**src/rtl/usb_boot_supervisor_if.sv**
```systemverilog
// Signal bundle between the USB protocol engine / bridge side and the boot supervisor.
// The supervisor connects through the slave modport; the driving side uses master.
interface usb_boot_supervisor_if;
  logic        sof_valid;
  logic        boot_req;
  logic [1:0]  boot_image;
  logic        stay_in_bootloader;
  logic        warmboot_boot;
  logic [1:0]  warmboot_sel;
  logic        host_present;
  logic [1:0]  state;
  logic [15:0] ms_count;

  // sof_valid and boot_req are single-cycle pulses, sampled on the rising clock edge.
  // There is no ready/back-pressure; a pulse is consumed in the cycle it is seen.
  modport master (
    output sof_valid, boot_req, boot_image, stay_in_bootloader,
    input  warmboot_boot, warmboot_sel, host_present, state, ms_count
  );

  modport slave (
    input  sof_valid, boot_req, boot_image, stay_in_bootloader,
    output warmboot_boot, warmboot_sel, host_present, state, ms_count
  );
endinterface

```
**src/rtl/usb_boot_supervisor.sv**
```systemverilog
// Watches SOF traffic to detect host attach/detach and decides when to leave the
// bootloader, driving the SB_WARMBOOT boot pulse and image select.
module usb_boot_supervisor #(
  parameter int CLK_HZ            = 48000000,
  parameter int ATTACH_TIMEOUT_MS = 20000,
  parameter int DETACH_TIMEOUT_MS = 100,
  parameter int PRESENT_SOFS      = 3,
  parameter int NUM_IMAGES        = 4,
  parameter int DEFAULT_IMAGE     = 1,
  parameter int BOOT_PULSE_CYCLES = 16
) (
  input  logic clk,
  input  logic reset,
  usb_boot_supervisor_if.slave bus
);

  localparam int PSC_DIV = CLK_HZ / 1000;
  localparam int PSC_W   = $clog2(PSC_DIV);
  localparam int PULSE_W = (BOOT_PULSE_CYCLES > 1) ? $clog2(BOOT_PULSE_CYCLES) : 1;

  localparam logic [PSC_W-1:0]   PSC_MAX    = PSC_W'(PSC_DIV - 1);
  localparam logic [PULSE_W-1:0] PULSE_MAX  = PULSE_W'(BOOT_PULSE_CYCLES - 1);
  localparam logic [15:0]        ATTACH_LIM = 16'(ATTACH_TIMEOUT_MS);
  localparam logic [15:0]        DETACH_LIM = 16'(DETACH_TIMEOUT_MS);
  localparam logic [3:0]         RUN_LIM    = 4'(PRESENT_SOFS);
  localparam logic [1:0]         DEF_SEL    = 2'(DEFAULT_IMAGE);

  typedef enum logic [1:0] {
    WAIT_HOST = 2'd0,
    PRESENT   = 2'd1,
    BOOT      = 2'd2,
    DONE      = 2'd3
  } state_t;

  state_t             cur_state, nxt_state;
  logic [PSC_W-1:0]   presc;
  logic               ms_tick;
  logic [15:0]        attach_cnt, gap_cnt;
  logic [3:0]         sof_run, sof_run_inc;
  logic [PULSE_W-1:0] pulse_cnt;
  logic [1:0]         sel_q, req_sel;
  logic               attach_to, detach_to, promote, enter_boot;

  always_comb begin
    ms_tick     = (presc == PSC_MAX);
    // SOFs closer than ~2 ms extend the run; a longer gap restarts it.
    if (gap_cnt <= 16'd2)
      sof_run_inc = (sof_run == 4'hF) ? 4'hF : sof_run + 4'd1;
    else
      sof_run_inc = 4'd1;
    attach_to   = (attach_cnt >= ATTACH_LIM) && !bus.stay_in_bootloader;
    detach_to   = (DETACH_TIMEOUT_MS != 0) && (gap_cnt >= DETACH_LIM) &&
                  !bus.stay_in_bootloader;
    promote     = bus.sof_valid && (sof_run_inc >= RUN_LIM);
    req_sel     = (32'(bus.boot_image) < NUM_IMAGES) ? bus.boot_image : DEF_SEL;
  end

  // State register
  always_ff @(posedge clk) begin
    if (reset) cur_state <= WAIT_HOST;
    else       cur_state <= nxt_state;
  end

  // Next-state logic; boot_req outranks timeouts, which outrank SOF promotion.
  always_comb begin
    nxt_state = cur_state;
    case (cur_state)
      WAIT_HOST: begin
        if (bus.boot_req || attach_to) nxt_state = BOOT;
        else if (promote)              nxt_state = PRESENT;
      end
      PRESENT:   if (bus.boot_req || detach_to) nxt_state = BOOT;
      BOOT:      if (pulse_cnt == PULSE_MAX)    nxt_state = DONE;
      DONE:      nxt_state = DONE;
      default:   nxt_state = WAIT_HOST;
    endcase
  end

  assign enter_boot = ((cur_state == WAIT_HOST) || (cur_state == PRESENT)) &&
                      (nxt_state == BOOT);

  always_ff @(posedge clk) begin
    if (reset) begin
      presc      <= '0;
      attach_cnt <= '0;
      gap_cnt    <= '0;
      sof_run    <= '0;
      pulse_cnt  <= '0;
      sel_q      <= DEF_SEL;
    end else begin
      presc <= ms_tick ? '0 : presc + 1'b1;
      if (ms_tick && (attach_cnt != 16'hFFFF))
        attach_cnt <= attach_cnt + 16'd1;
      if (bus.sof_valid)
        gap_cnt <= '0;
      else if (ms_tick && (gap_cnt != 16'hFFFF))
        gap_cnt <= gap_cnt + 16'd1;
      if ((cur_state == WAIT_HOST) && bus.sof_valid)
        sof_run <= sof_run_inc;
      if (enter_boot) begin
        sel_q     <= bus.boot_req ? req_sel : DEF_SEL;
        pulse_cnt <= '0;
      end else if (cur_state == BOOT) begin
        pulse_cnt <= pulse_cnt + 1'b1;
      end
    end
  end

  // Output logic
  always_comb begin
    bus.host_present  = (cur_state == PRESENT);
    bus.warmboot_boot = (cur_state == BOOT);
    bus.ms_count      = (cur_state == WAIT_HOST) ? attach_cnt : gap_cnt;
    bus.warmboot_sel  = sel_q;
    bus.state         = cur_state;
  end

endmodule
```
**src/flat_wrapper.sv**
```systemverilog
// flat-port wrapper written by rule: the top's interface ports become plain ports
module usb_boot_supervisor_flat 
#(
  parameter int CLK_HZ            = 48000000,
  parameter int ATTACH_TIMEOUT_MS = 20000,
  parameter int DETACH_TIMEOUT_MS = 100,
  parameter int PRESENT_SOFS      = 3,
  parameter int NUM_IMAGES        = 4,
  parameter int DEFAULT_IMAGE     = 1,
  parameter int BOOT_PULSE_CYCLES = 16
)
  (clk, reset, bus_sof_valid, bus_boot_req, bus_boot_image, bus_stay_in_bootloader, bus_warmboot_boot, bus_warmboot_sel, bus_host_present, bus_state, bus_ms_count);
  usb_boot_supervisor_if bus_i ();
  input  logic clk;
  input  logic reset;
  input wire logic [$bits(bus_i.sof_valid)-1:0] bus_sof_valid;
  input wire logic [$bits(bus_i.boot_req)-1:0] bus_boot_req;
  input wire logic [$bits(bus_i.boot_image)-1:0] bus_boot_image;
  input wire logic [$bits(bus_i.stay_in_bootloader)-1:0] bus_stay_in_bootloader;
  output wire logic [$bits(bus_i.warmboot_boot)-1:0] bus_warmboot_boot;
  output wire logic [$bits(bus_i.warmboot_sel)-1:0] bus_warmboot_sel;
  output wire logic [$bits(bus_i.host_present)-1:0] bus_host_present;
  output wire logic [$bits(bus_i.state)-1:0] bus_state;
  output wire logic [$bits(bus_i.ms_count)-1:0] bus_ms_count;
  assign bus_i.sof_valid = bus_sof_valid;
  assign bus_i.boot_req = bus_boot_req;
  assign bus_i.boot_image = bus_boot_image;
  assign bus_i.stay_in_bootloader = bus_stay_in_bootloader;
  assign bus_warmboot_boot = bus_i.warmboot_boot;
  assign bus_warmboot_sel = bus_i.warmboot_sel;
  assign bus_host_present = bus_i.host_present;
  assign bus_state = bus_i.state;
  assign bus_ms_count = bus_i.ms_count;
  usb_boot_supervisor #(.CLK_HZ(CLK_HZ), .ATTACH_TIMEOUT_MS(ATTACH_TIMEOUT_MS), .DETACH_TIMEOUT_MS(DETACH_TIMEOUT_MS), .PRESENT_SOFS(PRESENT_SOFS), .NUM_IMAGES(NUM_IMAGES), .DEFAULT_IMAGE(DEFAULT_IMAGE), .BOOT_PULSE_CYCLES(BOOT_PULSE_CYCLES)) u_core (.clk(clk), .reset(reset), .bus(bus_i));
endmodule
```
**config.mk**
```make
export PLATFORM = sky130hd
export DESIGN_NAME = usb_boot_supervisor_flat
export DESIGN_NICKNAME = d
export VERILOG_FILES = /design/src/rtl/usb_boot_supervisor_if.sv /design/src/rtl/usb_boot_supervisor.sv /design/src/flat_wrapper.sv
export SDC_FILE = /design/constraint.sdc
export NUM_CORES = 1
export LEC_CHECK = 0
export CAP_MARGIN = 20
export CORE_UTILIZATION = 57
export DETAILED_ROUTE_END_ITERATION = 12
export GPL_ROUTABILITY_DRIVEN = 0
export HOLD_SLACK_MARGIN = 0.03
export PLACE_DENSITY = 0.79
export SLEW_MARGIN = 20
export SYNTH_ARGS = -nofsm -noshare
export SYNTH_HDL_FRONTEND = slang
export SYNTH_SLANG_ARGS = --single-unit
```
**constraint.sdc**
```tcl
create_clock -name clk -period 2.9 [get_ports clk]
set_input_delay 0.87 -clock clk [delete_from_list [all_inputs] [get_ports clk]]
set_output_delay 0.87 -clock clk [all_outputs]
set_load 0.05 [all_outputs]
```
# [Yosys cells after proc, flatten, opt, wreduce, memory -nomap -nowiden]
# Cells that the tools add are included.
[totals] latch_bits=0 output_inout_bits=22 n_memories=0 inputBits=7 mem_bits_ro=0 ram_bits=0 word_cells=49 ff_bits=60
[classes] shifts=0 muxes=9 reduce_logical=15 n_mul=0 n_div=0 magnitude_cmp=4 n_eq_ne=9 n_addsub=5 bitwise_logic=0
[op_table] cell="$add A16 B1 Y16 const B" count=3
[op_table] cell="$ne A16 B16 Y1 const B" count=2
[op_table] cell="$eq A16 B16 Y1 const B" count=1
[op_table] cell="$ge A16 B15 Y1 const B" count=1
[op_table] cell="$ge A16 B7 Y1 const B" count=1
[op_table] cell="$le A16 B2 Y1 const B" count=1
[op_table] cell="$mux W16" count=1
[op_table] cell="$mux W2" count=5
[op_table] cell="$add A4 B1 Y4 const B" count=2
[op_table] cell="$eq A4 B4 Y1 const B" count=2
[op_table] cell="$mux W4" count=2
[op_table] cell="$pmux W2 S4" count=1
[op_table] cell="$logic_and A1 B1 Y1" count=7
[op_table] cell="$eq A2 B2 Y1 const B" count=3
[op_table] cell="$reduce_or A2 Y1" count=3
[op_table] cell="$ge A4 B2 Y1 const B" count=1
[op_table] cell="$logic_or A1 B1 Y1" count=3
[op_table] cell="$eq A2 B1 Y1 const B" count=1
[op_table] cell="$logic_not A2 Y1" count=1
[op_table] cell="$logic_not A1 Y1" count=1

# [Logic depth before layout (Yosys ltp)]
# Gate-level depths: netlist (run 1).
[depth] word_depth=11 ltp_mapped=7 depth_no_buf=6

# [Worst setup path after synthesis (run 1)]
# No wires, ideal clock.
[synth_timing] path_kind="reg2out" from="reg u_core.cur_state[1] (netlist: u_core.bus.state[1])" to="out bus_ms_count[0]" stages_incl_launch_ff=4 path_buffers=1 required_time_ns=2.030 path_slack_ns=-0.138 arrival_ns=2.168 cell_sequence="dfxtp_1 > nor2_1 > clkbuf_1 > o21ai_0"
[synth_between] elab_chain_cells=2
[synth_lines] element="start: declaration" line="usb_boot_supervisor.sv:35" rtl="state_t cur_state, nxt_state;"
[synth_lines] element="start signal: assignment" line="usb_boot_supervisor.sv:61" rtl="else cur_state <= nxt_state;"
[synth_lines] element="$logic_not A2 Y1" line="usb_boot_supervisor.sv:113" rtl="bus.ms_count = (cur_state == WAIT_HOST) ? attach_cnt : gap_cnt;"
[synth_lines] element="$mux W16" line="usb_boot_supervisor.sv:113"
[synth_lines] element="end: declaration" line="flat_wrapper.sv:24" rtl="output wire logic [$bits(bus_i.ms_count)-1:0] bus_ms_count;"
# No other way between the ends.

# [Worst setup path in the final report (run 1)]
[layout_timing] from="reg u_core.cur_state[1] (netlist: u_core.bus.state[1])" to="out bus_warmboot_boot"
[layout_between] elab_chain_cells=1
[layout_lines] element="$eq A2 B2 Y1" line="usb_boot_supervisor.sv:112" rtl="bus.warmboot_boot = (cur_state == BOOT);"
[layout_lines] element="end: declaration" line="flat_wrapper.sv:20" rtl="output wire logic [$bits(bus_i.warmboot_boot)-1:0] bus_warmboot_boot;"
# No other way between the ends.

==> flow_metrics.py, run 1 <==
metrics = {
    "worst_setup_path": {
        "source_of_the_critical_timing_path": "u_core.bus.state[1]$_SDFF_PP0_",
        "ff2ff_path_depth": 5,
        "worstSetupStartpointType": "flop",
        "worstPathArrival_ps": 1900,
        "r2r_slack_ps": 440,
        "cp_max_fo": 7,
        "setup.worst_path.class": "flop to output pin",
        "critPathRequiredTime_ps": 2030,
        "r2r_start": "u_core.presc[8]$_SDFF_PP0_",
        "end_kind": "output pin",
        "regToRegEndpoint": "u_core.attach_cnt[11]$_SDFFE_PP0P_",
    },
    "timing": {
        "relSlewSlack_pct": 48.07,
        "slew_violations": 0,
        "final.setup.tns_ps": 0,
        "hold_violations": 0,
        "grt_setup_unrepaired": "false",
        "clock_skew_ps": 6.657,
        "final.period_utilization_pct": 95.41,
        "fmaxAchievable_ghz": 0.3614,
        "final_number_of_setup_violating_endpoints": 0,
        "worstMarginPinSlew_ps": 773.0,
        "min_period_ps": 2767,
    },
    "yosys": {
        "synth_enable_flop_cells": 0,
        "synth_adder_area_share_pct": 2.744,
        "synth.cell_area_um2": 3192,
        "ys_seq_elements": 60,
        "syn-mean-instance-area_um2": 8.290,
        "yosys_warnings": 0,
        "asyncSetResetFlopFracSynth_pct": 0,
        "seq_area_frac_synth_pct": 37.63,
        "synth.area.mux_share_pct": 7.526,
        "synth-main-ff-cell": "sky130_fd_sc_hd__dfxtp_1",
        "syn-num-nets": 399,
        "synth_simple_gate_area_share_pct": 30.15,
        "synth_cell_type_count": 48,
        "dominant_combinational_cell_family_by_area_after_synthesis": "simple AND/OR/NAND/NOR gates",
        "synth_compound_gate_area_share_pct": 12.82,
        "synthCells": 385,
        "synthXorXnorAreaFrac_pct": 5.488,
    },
    "cts": {
        "clockBufferDepth": 2,
        "htreeDepth": 3,
        "cts_resized": 0,
        "cts_hold_buf": 0,
        "tritoncts": "yes",
        "clock_tree.root_cell": "sky130_fd_sc_hd__clkbuf_8",
        "clk_pin_slew_ps": 70,
        "clock_sinks": 60,
        "worst_skew_pair.late_latency_ps": 340,
        "cts-buffers-inserted": 9,
        "cts_post_setup_buffers_inserted": 0,
    },
    "global_route": {
        "largest_net_degree_at_the_start_of_global_routing": 35,
        "globalRouteOverflowTotal": 0,
        "antenna_violations_before_repair": 0,
        "vias_in_the_first_global_route": 2762,
        "grt_pass1_wl_um": 13120,
        "grt_usage_pct": 27.89,
    },
    "hold_path": {
        "worstHoldPathType": "flop to flop",
        "hold_depth": 2,
        "min_delay_worst_endpoint": "u_core.bus.warmboot_sel[1]$_SDFFE_PP0P_",
        "min_from": "u_core.bus.warmboot_sel[1]$_SDFFE_PP0P_",
    },
    "die": {
        "floorplan.io_pins": 29,
        "std_cell_rows": 26,
        "start_util_pct": 60.94,
        "die_width_um": 76.83,
        "design.die.area_um2": 5903,
        "dieHeight_um": 76.83,
        "design.core.area_um2": 5238,
    },
    "detailed_routing": {
        "first_iter_violations": 313,
        "wirelength_per_cell_um": 15.55,
        "route.antenna.remaining_nets": 0,
        "detail_route.first_pass.iterations": 6,
        "routed_wirelength_um": 7527,
        "route.vias.total": 2965,
        "drc": 0,
        "avgViaCountPerCell": 6.126,
    },
    "layout": {
        "post_route_cells_drive_above_1_share_pct": 14.49,
        "num_antenna_cells": 0,
        "syn_to_final_growth_pct": 22.30,
        "fin_nets": 423,
        "final_core_util_pct": 74.53,
    },
    "flow_run": {
        "drv.max_cap_violation_count": 0,
    },
    "power": {
        "swShare_pct": 21.69,
        "power.combinational.fraction_pct": 6.2,
        "power.share.clock_pct": 47.6,
        "p_total_mw": 1.830,
        "cellLeakagePower_nw": 1.379,
        "power.share.sequential_pct": 46.2,
        "internal_power_mw": 1.433,
        "power.density_nw_per_um2": 468.8,
        "worst_ir_drop_vdd_mv": 0.3691,
        "p_switching_mw": 0.3970,
    },
    "placed_design": {
        "detailed_place_hpwl_um": 5267,
        "placement.io_buffers": 28,
    },
    "status": {
        "status": "completed",
    },
}
metrics by stage:
step	std cells	area [um^2]	hold slack, ps	setup WS, ps
4_1_cts	484	3904	478.6	125.6
3_5_place_dp	468	3667	461.8	213.7
2_1_floorplan	385	3192	437.7	-137.7
3_3_place_gp	468	3667	453.6	368.1
6_report	484	3904	481.7	133.2
5_1_grt	484	3904	511.4	37.29
state kept, by name, indices dropped and copies added, names as in the netlist:
name                     count
u_core.presc                16
u_core.attach_cnt           16
u_core.bus.warmboot_sel      2
u_core.gap_cnt              16
u_core.pulse_cnt             4
u_core.bus.state             2
u_core.sof_run               4
layout by cell type, fill, tap and decap left out, types with 4 or more instances in the layout:
master,instances
sky130_fd_sc_hd__xnor2_1,7
sky130_fd_sc_hd__or4_1,8
sky130_fd_sc_hd__ha_1,7
sky130_fd_sc_hd__nor2_1,39
sky130_fd_sc_hd__or3_1,14
sky130_fd_sc_hd__xor2_1,13
sky130_fd_sc_hd__clkbuf_8,12
sky130_fd_sc_hd__a21oi_1,26
sky130_fd_sc_hd__inv_1,9
sky130_fd_sc_hd__mux2i_1,6
sky130_fd_sc_hd__nor3_1,20
sky130_fd_sc_hd__dfxtp_1,60
sky130_fd_sc_hd__o31ai_1,6
sky130_fd_sc_hd__nand2_1,28
sky130_fd_sc_hd__or2_2,4
sky130_fd_sc_hd__buf_4,4
sky130_fd_sc_hd__nand4_1,12
sky130_fd_sc_hd__o21ai_0,14
sky130_fd_sc_hd__mux2_2,16
sky130_fd_sc_hd__and3_1,12
sky130_fd_sc_hd__nor2b_1,5
sky130_fd_sc_hd__nand3_1,20
sky130_fd_sc_hd__nor4_1,7
sky130_fd_sc_hd__clkdlybuf4s50_1,12
sky130_fd_sc_hd__buf_12,16
area by class of cell:
| type | instances | area, um^2 |
|---|---|---|
| sequential | 60 | 1201 |
| inverter | 9 | 33.78 |
| multi-input combinational | 297 | 1874 |
| tap | 70 | 87.58 |
| clock buffer | 13 | 168.9 |
| fill | 386 | 1334 |
| clock inverter | 3 | 67.56 |
| timing repair buffer | 32 | 470.5 |
power by group through the flow:
stage	sequential (mW)	combinational, mW	clock (mW)
4_1_cts	0.845	0.113	0.885
5_1_grt	0.847	0.122	0.933
2_1_floorplan	0.872	0.0666	0
3_5_place_dp	0.864	0.111	0
6_report	0.846	0.113	0.871
3_3_place_gp	0.864	0.108	0
critical path, stage by stage (launching register included):
cell and delay (ps):
sky130_fd_sc_hd__dfxtp_1 430, sky130_fd_sc_hd__nor2b_1 180, sky130_fd_sc_hd__buf_4 160, sky130_fd_sc_hd__clkdlybuf4s50_1 800
worst max-delay path by stage:
stage	endpoint	slack, ps
6_report	bus_warmboot_boot	130
5_1_grt	bus_warmboot_boot	40
4_1_cts	bus_warmboot_boot	130
3_5_place_dp	u_core.bus.warmboot_sel[1]$_SDFFE_PP0P_	210
3_3_place_gp	u_core.bus.warmboot_sel[0]$_SDFFE_PP1P_	370
2_1_floorplan	bus_ms_count[0]	-140
logic make-up after synthesis:
kind of cell | after synthesis
flip-flops | 60
adder cells (fa/ha/maj) | 7
AO/OA/AOI/OAI | 65
buffers and inverters | 28
XOR/XNOR | 20
AND/OR/NAND/NOR | 183
multiplexers | 22
synth_stat cells (all sizes together) (2+ instances only):
library cell	n	share of area, %
dfxtp	60	38
nor2	39	4.6
nand2	29	3.5
a21oi	26	4.1
nand3	20	3.1
nor3	20	3.1
mux2	16	5.6
clkbuf	14	1.6
o21ai	14	2.2
or3	14	2.7
xor2	13	3.6
and3	12	2.4
nand4	12	2.4
inv	9	1.1
or4	8	1.9
ha	7	2.7
nor4	7	1.4
xnor2	7	1.9
mux2i	6	1.9
o31ai	6	1.4
nor2b	5	0.98
and4	4	1.1
buf	4	0.67
or2	4	0.78
and2	3	0.59
o41ai	3	0.82
a211oi	2	0.47
a31o	2	0.55
o2111ai	2	0.55
o211ai	2	0.47
o311ai	2	0.55
per-layer routing:
metal  global-route usage [%]  vias to the layer above  wire length, um
met5                        0                        -                0
met4                    7.692                        0              105
met3                    8.214                       19              589
met2                    43.30                      136             3410
met1                    37.38                     1349             3421
li1                         -                     1461                -
(Power assumes the default switching activity.)
==> run 2, diff against run 1 <==
--- a/config.mk
+++ b/config.mk
@@ -6,11 +6,13 @@
 export NUM_CORES = 1
 export LEC_CHECK = 0
 export CAP_MARGIN = 20
-export CORE_UTILIZATION = 57
+export CORE_UTILIZATION = 60
 export DETAILED_ROUTE_END_ITERATION = 12
+export DONT_BUFFER_PORTS = 1
 export GPL_ROUTABILITY_DRIVEN = 0
 export HOLD_SLACK_MARGIN = 0.03
-export PLACE_DENSITY = 0.79
+export PLACE_DENSITY = 0.76
+export REMOVE_ABC_BUFFERS = 1
 export SLEW_MARGIN = 20
 export SYNTH_ARGS = -nofsm -noshare
 export SYNTH_HDL_FRONTEND = slang
==> constraint.sdc (replaced) <==
create_clock -name clk -period 2.55 [get_ports clk]
set_input_delay 0.765 -clock clk [delete_from_list [all_inputs] [get_ports clk]]
set_output_delay 0.765 -clock clk [all_outputs]
set_load 0.05 [all_outputs]
==> run 2 against run 1 <==
Sequential share of layout area is 3.5 points higher. Largest cell class unchanged. Highest routed layer unchanged. Combinational power down 13%. Utilization is 6.0 points lower. Total power shrank 1.8%. Critical path depth grew 2. Wire length decreased by 0.90%. Clock skew grew 1.6 ps. First-iteration DRC count is the same. Clock power shrank 16%. Via count shrank 2.4%.
==> flow_metrics.py, run 2 (same netlist as run 1, synthesis figures left out) <==
metrics = {
    "timing": {
        "final.hold.worst_slack_ps": 475.2,
        "fmaxAchievable_ghz": 0.4208,
        "grt_setup_unrepaired": "false",
        "final_number_of_setup_violating_endpoints": 0,
        "min_period_ps": 2376,
        "setup_ws_ps": 173.7,
        "clock_skew_ps": 8.228,
        "hold_violations": 0,
        "relSlewSlack_pct": 65.33,
        "slew_violations": 0,
        "final.period_utilization_pct": 93.19,
        "final.setup.tns_ps": 0,
        "worstMarginPinSlew_ps": 512.9,
    },
    "worst_setup_path": {
        "worstPathArrival_ps": 2650,
        "end_kind": "flop",
        "cp_max_fo": 9,
        "critPathRequiredTime_ps": 2820,
        "worstSetupStartpointType": "flop",
        "setup.worst_path.class": "flop to flop",
    },
    "cts": {
        "cts-buffers-inserted": 9,
        "clock_tree.root_cell": "sky130_fd_sc_hd__clkbuf_8",
        "clk_pin_slew_ps": 60,
        "clock_sinks": 60,
        "tritoncts": "yes",
        "cts_hold_buf": 0,
        "clockBufferDepth": 2,
        "worst_skew_pair.late_latency_ps": 350,
        "cts_post_setup_buffers_inserted": 0,
        "cts_resized": 0,
        "htreeDepth": 3,
    },
    "placed_design": {
        "preCtsSetupSlack_ps": 207.4,
        "detailed_place_hpwl_um": 5291,
        "placement.io_buffers": 0,
        "detailed_place.area_um2": 3339,
    },
    "die": {
        "dieHeight_um": 74.94,
        "die_width_um": 74.94,
        "std_cell_rows": 26,
        "design.die.area_um2": 5615,
        "floorplan.io_pins": 29,
        "design.core.area_um2": 5107,
        "start_util_pct": 62.49,
    },
    "status": {
        "status": "completed",
    },
    "detailed_routing": {
        "first_iter_violations": 313,
        "wirelength_per_cell_um": 16.01,
        "routed_wirelength_um": 7459,
        "drc": 0,
        "route.antenna.remaining_nets": 0,
        "route.vias.total": 2893,
        "avgViaCountPerCell": 6.208,
        "detail_route.first_pass.iterations": 5,
    },
    "global_route": {
        "antenna_violations_before_repair": 0,
        "grt_pass1_wl_um": 12100,
        "vias_in_the_first_global_route": 2505,
        "largest_net_degree_at_the_start_of_global_routing": 36,
        "globalRouteOverflowTotal": 0,
        "grt_usage_pct": 29.02,
    },
    "power": {
        "power.density_nw_per_um2": 513.1,
        "worst_ir_drop_vdd_mv": 0.3299,
        "cellLeakagePower_nw": 1.234,
    },
    "layout": {
        "num_antenna_cells": 0,
        "post_route_cells_drive_above_1_share_pct": 12.88,
        "syn_to_final_growth_pct": 9.722,
        "most_frequent_cells_in_the_layout": "sky130_fd_sc_hd__dfxtp_1, sky130_fd_sc_hd__nor2_1, sky130_fd_sc_hd__nand2_1",
        "layout_commonest_cell": "sky130_fd_sc_hd__dfxtp_1",
        "design_area_um2": 3502,
        "layout_top_registers": "u_core.attach_cnt: 16 flops, u_core.gap_cnt: 16 flops, u_core.presc: 16 flops",
        "final_core_util_pct": 68.57,
        "fin_nets": 405,
    },
    "flow_run": {
        "drv.max_cap_violation_count": 0,
    },
    "hold_path": {
        "worstHoldPathType": "flop to flop",
    },
}
==> run 2: path summary, 6_finish.rpt <==
kind                            slack [ps]                             end                   startpoint  cells past startpoint
worst max register to register         170  u_core.gap_cnt[8]$_SDFFE_PP0P_  u_core.presc[14]$_SDFF_PP0_                      5
worst max-delay path                   170  u_core.gap_cnt[8]$_SDFFE_PP0P_  u_core.presc[14]$_SDFF_PP0_                      5
worst min register to register         480      u_core.presc[0]$_SDFF_PP0_   u_core.presc[0]$_SDFF_PP0_                      1
worst min-delay path                   480      u_core.presc[0]$_SDFF_PP0_   u_core.presc[0]$_SDFF_PP0_                      1
==> run 2: cell type report <==
type	instances	area, um^2
clock buffer	14	152.6
clock inverter	2	10.01
fill	434	1605
inverter	9	33.78
multi-input combinational	297	1874
sequential	60	1201
tap	70	87.58
timing repair buffer	14	142.6
==> run 2: critical path, stage by stage (launching register included) <==
cell,delay [ps]
sky130_fd_sc_hd__dfxtp_1,330
sky130_fd_sc_hd__nand4bb_1,200
sky130_fd_sc_hd__or4_1,570
sky130_fd_sc_hd__or3_1,520
sky130_fd_sc_hd__or4_1,530
sky130_fd_sc_hd__a21oi_1,160
==> run 2: per-layer routing <==
layer / part of all wire (%) / wire length [um] / global-route usage, % / up-vias
met5: 0 / 0 / 0 / -
met4: 1.6 / 120 / 11.32 / 0
met3: 6.4 / 475 / 8.835 / 10
met2: 45 / 3375 / 41.84 / 81
met1: 47 / 3488 / 40.55 / 1377
li1: - / - / - / 1425
==> run 2: through the flow <==
step	power, mW	std cells
floorplan	1.057	366
global placement	1.082	450
detailed placement	1.085	450
CTS	1.816	466
global route	1.872	466
finish	1.797	466
==> run 2: report_power, final <==
group          leakage [nW]  switching (mW)  internal, mW
Clock                0.0844           0.355         0.377
Combinational         0.665          0.0609        0.0375
Sequential            0.485          0.0170         0.949
Total                  1.23           0.433          1.36
